File: src/rtl/hash_byte_packer_pkg.sv
// Shared constants for the hash byte packer: coefficient and counter
// widths, message sizes, FSM state encoding and a byte-mask helper.
package hash_byte_packer_pkg;

   localparam int COEF_W  = 13;
   localparam int CNT_W   = 11;
   localparam int P       = 757;
   localparam int BYTES_P = 1231;

   // Accumulator holds up to 7 leftover bits plus one full coefficient.
   localparam int ACC_W = COEF_W + 8;
   localparam int NB_W  = 5;

   localparam logic [1:0] IDLE  = 2'd0;
   localparam logic [1:0] RUN   = 2'd1;
   localparam logic [1:0] FLUSH = 2'd2;
   localparam logic [1:0] FIN   = 2'd3;

   // Mask keeping only the low n bits of a byte (all ones for n >= 8).
   function automatic logic [7:0] low_mask(input logic [NB_W-1:0] n);
      logic [8:0] m;
      if (n >= NB_W'(8)) begin
         m = 9'h0ff;
      end else begin
         m = (9'd1 << n[2:0]) - 9'd1;
      end
      return m[7:0];
   endfunction

endpackage

File: src/rtl/hash_byte_packer_fsm.sv
// Controller for the hash byte packer: state register plus handshake
// and datapath-control decode.
// Ports: clk/rst; start, deg_zero; datapath status flags (cnt_done,
//   nb_lt8, nb_zero); coef_valid/byte_ready in; coef_ready/byte_valid
//   out; load/accept/emit/flush strobes to the datapath; busy, done.
module hash_byte_packer_fsm (
   input  logic clk,
   input  logic rst,
   input  logic start,
   input  logic deg_zero,
   input  logic cnt_done,
   input  logic nb_lt8,
   input  logic nb_zero,
   input  logic coef_valid,
   input  logic byte_ready,
   output logic coef_ready,
   output logic byte_valid,
   output logic load,
   output logic accept,
   output logic emit,
   output logic flush,
   output logic busy,
   output logic done
);
   import hash_byte_packer_pkg::*;

   logic [1:0] state;
   logic [1:0] nxt;

   always_comb begin
      coef_ready = (state == RUN) && nb_lt8 && !cnt_done;
      byte_valid = ((state == RUN) && !nb_lt8)
                || ((state == FLUSH) && !nb_zero);
      load       = (state == IDLE) && start;
      accept     = coef_valid && coef_ready;
      emit       = byte_valid && byte_ready;
      flush      = (state == FLUSH);
      busy       = (state != IDLE);
   end

   always_comb begin
      nxt = state;
      unique case (state)
         IDLE: begin
            if (start) begin
               nxt = deg_zero ? FIN : RUN;
            end
         end
         RUN: begin
            if (cnt_done && nb_lt8) begin
               nxt = FLUSH;
            end
         end
         FLUSH: begin
            if (nb_zero || emit) begin
               nxt = FIN;
            end
         end
         FIN: begin
            nxt = IDLE;
         end
         default: begin
            nxt = IDLE;
         end
      endcase
   end

   // done is registered so it rises the cycle FIN hands back to IDLE.
   always_ff @(posedge clk) begin
      if (rst) begin
         state <= IDLE;
         done  <= 1'b0;
      end else begin
         state <= nxt;
         done  <= (state == FIN);
      end
   end

endmodule

File: src/rtl/hash_byte_packer.sv
// Packs 13-bit coefficients LSB-first into a little-endian byte stream
// for the SHA-512 input buffer; final byte is zero-padded.
// Ports: clk, rst (sync, active-high); start/degp begin a message;
//   coef_in/coef_valid/coef_ready input stream; byte_out/byte_valid/
//   byte_ready output stream; byte_count, busy, done status.
module hash_byte_packer #(
   parameter int COEF_W = hash_byte_packer_pkg::COEF_W,
   parameter int CNT_W  = hash_byte_packer_pkg::CNT_W
) (
   input  logic              clk,
   input  logic              rst,
   input  logic              start,
   input  logic [CNT_W-1:0]  degp,
   input  logic [COEF_W-1:0] coef_in,
   input  logic              coef_valid,
   output logic              coef_ready,
   output logic [7:0]        byte_out,
   output logic              byte_valid,
   input  logic              byte_ready,
   output logic [CNT_W-1:0]  byte_count,
   output logic              busy,
   output logic              done
);
   import hash_byte_packer_pkg::*;

   localparam int AW = COEF_W + 8;

   logic [AW-1:0]    acc;
   logic [NB_W-1:0]  nb;
   logic [CNT_W-1:0] coef_cnt;
   logic [CNT_W-1:0] deg_q;
   logic [CNT_W-1:0] byte_cnt;

   logic load;
   logic accept;
   logic emit;
   logic flush;
   logic cnt_done;
   logic nb_lt8;
   logic nb_zero;
   logic deg_zero;

   assign cnt_done = (coef_cnt == deg_q);
   assign nb_lt8   = (nb < NB_W'(8));
   assign nb_zero  = (nb == '0);
   assign deg_zero = (degp == '0);

   hash_byte_packer_fsm u_fsm (
      .clk        (clk),
      .rst        (rst),
      .start      (start),
      .deg_zero   (deg_zero),
      .cnt_done   (cnt_done),
      .nb_lt8     (nb_lt8),
      .nb_zero    (nb_zero),
      .coef_valid (coef_valid),
      .byte_ready (byte_ready),
      .coef_ready (coef_ready),
      .byte_valid (byte_valid),
      .load       (load),
      .accept     (accept),
      .emit       (emit),
      .flush      (flush),
      .busy       (busy),
      .done       (done)
   );

   // Bits above nb are already zero; the mask keeps the padded final
   // byte clean even if that invariant is ever broken upstream.
   assign byte_out   = acc[7:0] & low_mask(nb);
   assign byte_count = byte_cnt;

   // accept needs nb<8 and emit needs nb>=8 (or FLUSH), so at most one
   // of them fires in any cycle.
   always_ff @(posedge clk) begin
      if (rst) begin
         acc      <= '0;
         nb       <= '0;
         coef_cnt <= '0;
         deg_q    <= '0;
         byte_cnt <= '0;
      end else if (load) begin
         acc      <= '0;
         nb       <= '0;
         coef_cnt <= '0;
         deg_q    <= degp;
         byte_cnt <= '0;
      end else if (accept) begin
         acc      <= acc | (AW'(coef_in) << nb);
         nb       <= nb + NB_W'(COEF_W);
         coef_cnt <= coef_cnt + 1'b1;
      end else if (emit && flush) begin
         acc      <= '0;
         nb       <= '0;
         byte_cnt <= byte_cnt + 1'b1;
      end else if (emit) begin
         acc      <= acc >> 8;
         nb       <= nb - NB_W'(8);
         byte_cnt <= byte_cnt + 1'b1;
      end
   end

endmodule

File: config.mk
export PLATFORM = sky130hd
export DESIGN_NAME = hash_byte_packer
export DESIGN_NICKNAME = d
export VERILOG_FILES = /design/src/rtl/hash_byte_packer_pkg.sv /design/src/rtl/hash_byte_packer_fsm.sv /design/src/rtl/hash_byte_packer.sv
export SDC_FILE = /design/constraint.sdc
export NUM_CORES = 1
export LEC_CHECK = 0
export ABC_AREA = 0
export BUFFER_PORTS_ARGS = -buffer_cell sky130_fd_sc_hd__buf_4
export CAP_MARGIN = 15
export CORE_ASPECT_RATIO = 1.4
export CORE_UTILIZATION = 50
export CTS_BUF_LIST = sky130_fd_sc_hd__clkbuf_2
export DETAILED_ROUTE_END_ITERATION = 10
export GPL_TIMING_DRIVEN = 1
export PLACE_DENSITY = 0.81
export SLEW_MARGIN = 20
export SYNTH_ARGS = -nofsm -noshare
export SYNTH_HDL_FRONTEND = slang
export SYNTH_HIERARCHICAL = 1
export SYNTH_SLANG_ARGS = --single-unit
File: constraint.sdc
create_clock -name clk -period 3.3 [get_ports clk]
set_input_delay 0.99 -clock clk [delete_from_list [all_inputs] [get_ports clk]]
set_output_delay 0.99 -clock clk [all_outputs]
set_load 0.1 [all_outputs]
==> flow_summary.json <==
{
  "status": "completed",
  "cts-hold-fix-buffers": 0,
  "wirelength_mm": 10.0,
  "synth_top_area_share_pct": 32.7,
  "dieArea_mm2": 0.00795,
  "drc": 0,
  "yosys.area_share.adder_pct": 4.61,
  "die_h_um": 105,
  "drtPass1Iterations": 4,
  "seqPwrFrac_pct": 34.3,
  "post-synth-top-area-cell": "dfxtp_1",
  "grt_pass1_wl_mm": 16.5,
  "synthCells": 420,
  "final_cell_area_mm2": 0.00451,
  "synthXorXnorAreaFrac_pct": 7.84,
  "cp-end-kind": "output port",
  "antenna_found_initial": 0,
  "async_flop_share_pct": 0,
  "place_congestion": 0.984,
  "vias": 3447,
  "synth_area_mm2": 0.00380,
  "ys_top_cells_by_count": "dfxtp_1 (62), nor2_1 (48), nand2_1 (26), mux2i_1 (21), xnor2_1 (19)",
  "yosys_warnings": 6,
  "cts_root_buffer": "clkbuf_2",
  "syn_to_final_growth_pct": 18.8,
  "h-tree-depth": 3,
  "crit_fanout": 11,
  "design.core.area_mm2": 0.00736,
  "yosys.area_share.simple_pct": 21.4,
  "cp.required_ns": 2.31,
  "postCtsSetupRepairBufs": 0,
  "hold_violations": 0,
  "dpl_cell_area_mm2": 0.00434,
  "cp_cell_sequence": "inv_1 -> ha_1 -> o21ai_1 -> buf_4 -> o31a_2 -> buf_4",
  "max_cap_violations": 0,
  "hold_start": "acc[17]",
  "via_per_inst": 5.98,
  "grt_start_max_net_pins": 24,
  "grt_usage_pct": 27.7,
  "top_layer": "met4",
  "clk_pin_slew_ns": 0.16,
  "clkLatencyLatePin_ns": 0.53,
  "drive_gt1_share_pct": 24.4,
  "ys_ff_latch": 62,
  "io_buffers": 51,
  "avgSynthCellArea_um2": 9.04,
  "synth.area.mux_share_pct": 14.4,
  "setup_violations": 0,
  "rr_worst_depth": 9,
  "hold_path_class": "flip-flop to flip-flop",
  "leakage_uw": 0.00174,
  "n_antenna_cell": 0,
  "skew_ns": 0.0309,
  "finalPower_uw": 2590,
  "period_share_pct": 97.4,
  "ant_nets": 0,
  "synthTopCellsByArea": "dfxtp_1 (33%), mux2i_1 (5.5%), nor2_1 (4.7%)",
  "fin_nets": 517,
  "syn_nets": 463,
  "pwr-share-clk_pct": 20.7,
  "startpoint": "nb[4]",
  "met1_length_mm": 3.66,
  "setup_tns_ns": 0,
  "route.met3.wl_um": 509,
  "cts_tree": "built",
  "synth_top_family_by_area": "simple AND/OR/NAND/NOR gates",
  "crit_path_top_delay_cell": "dfxtp_2",
  "cts_buffers": 9,
  "dp_hpwl_mm": 7.58,
  "die_x_um": 75.6,
  "pin_count": 52,
  "synth-compound-area-share_pct": 14.8,
  "power.density_mw_per_mm2": 573,
  "slew_violations": 0,
  "combPwrFrac_pct": 45.0,
  "max-slew-margin-rel_pct": 57.0,
  "initial_core_util_pct": 51.6,
  "yosysSeqAreaShare_pct": 32.7,
  "numClockSinks": 62,
  "fp-row-count": 37,
  "cts_buffer_depth": 2,
  "worst_pin_slew_ns": 0.640,
  "worst-setup-path-type": "flip-flop to output port",
  "fmax_ghz": 0.311,
  "intPower_uw": 1510,
  "synth_edf_count": 0,
  "overflow": 0,
  "rsz0062_at_grt": "no",
  "yosysMostFrequentCell": "dfxtp_1",
  "cpMostUsedCell": "buf_4",
  "holdPathStages": 2,
  "synth_cell_types": 60,
  "switching_share_pct": 41.8,
  "period_minus_slack_ns": 3.21,
  "synth_ff_type": "dfxtp_1",
  "critPathLaunchType": "flip-flop",
  "route.met2.wl_mm": 5.16,
  "grt_pass1_vias": 3477,
  "critical_path_arrival_ns": 2.22,
  "r2r-start": "u_fsm/state[0]",
  "switchingPower_uw": 1080,
  "drt_first_iter_violations": 305,
  "peakVddDrop_uv": 841,
  "wl_per_cell_um": 17.4,
  "slowest_delay_ns": 0.41
}
-- final timing paths --
| kind | end | slack, ns |
|---|---|---|
| min | acc[9] | 0.46 |
| max reg2reg | acc[7] | 0.60 |
| max | byte_out[2] | 0.09 |
| min reg2reg | acc[9] | 0.46 |
-- power by group through the flow --
| stage | Combinational (uW) | Sequential (uW) | Clock (uW) |
|---|---|---|---|
| 6_report | 1160 | 886 | 535 |
| 3_5_place_dp | 1130 | 901 | 0 |
| 4_1_cts | 1140 | 886 | 538 |
| 2_1_floorplan | 849 | 898 | 0 |
| 5_1_grt | 1250 | 897 | 576 |
| 3_3_place_gp | 1110 | 898 | 0 |
-- per-layer routing --
| layer | vias up | global-route usage, % |
|---|---|---|
| li1 | 1639 | - |
| met1 | 1629 | 29.1 |
| met2 | 128 | 46.6 |
| met3 | 51 | 5.30 |
| met4 | 0 | 21.4 |
| met5 | - | 0 |
-- timing repair --
action / in CTS / in global routing
gates cloned: 0 / 0
gates resized for setup: 2 / 9
setup endpoints to repair: 3 / 6
hold endpoints to repair: 0 / 0
-- layout make-up --
type	instances	area [um2]
Inverter	14	52.6
Multi-Input combinational cell	321	2440
Clock buffer	9	45.0
Fill cell	621	2850
Timing Repair Buffer	66	510
Sequential cell	62	1250
Tap cell	97	121
Clock inverter	7	88.8
-- cell usage in the layout, fill, tap and decap left out, types with 9 or more instances in the layout --
cell | Yosys | layout
mux2i_1 | 21 | 21
o21ai_0 | 10 | 10
xnor2_1 | 19 | 18
nor2b_1 | 10 | 9
and3_1 | 9 | 9
nor2_1 | 48 | 47
xor2_1 | 15 | 15
inv_1 | 12 | 12
clkbuf_2 | 0 | 9
a21oi_1 | 13 | 13
nand3_1 | 14 | 14
nand2_1 | 26 | 26
buf_4 | 2 | 63
ha_1 | 14 | 13
dfxtp_1 | 62 | 59
-- metrics by stage --
stage	hold WS, ns	cells	setup WS [ns]	util, %
after floorplan	0.429	420	0.0416	-
after global placement	0.442	560	0.551	58.9
after detailed placement	0.443	560	0.513	58.9
after CTS	0.463	576	0.0236	60.8
after global routing	0.483	576	0.0197	61.3
final	0.461	576	0.0856	61.3
-- kinds of logic after synthesis --
logic type,after synthesis
adder cells (fa/ha/maj),14
XOR/XNOR,34
buffers and inverters,37
AO/OA/AOI/OAI,79
multiplexers,38
flip-flops,62
AND/OR/NAND/NOR,156
-- worst max-delay path, delay by kind of cell, from the launching register on --
kind | cells | cell delay, ns
adder cells (fa/ha/maj) | 1 | 0.29
AO/OA/AOI/OAI | 2 | 0.46
buffers and inverters | 3 | 0.56
flip-flops | 1 | 0.41
-- sequential cells by signal (all words and copies together), names as in the netlist --
signal	cells
u_fsm/done	1
nb	5
deg_q	11
u_fsm/state	2
coef_cnt	11
byte_count	11
acc	21
Note: power is estimated with default switching activity, not from simulation.
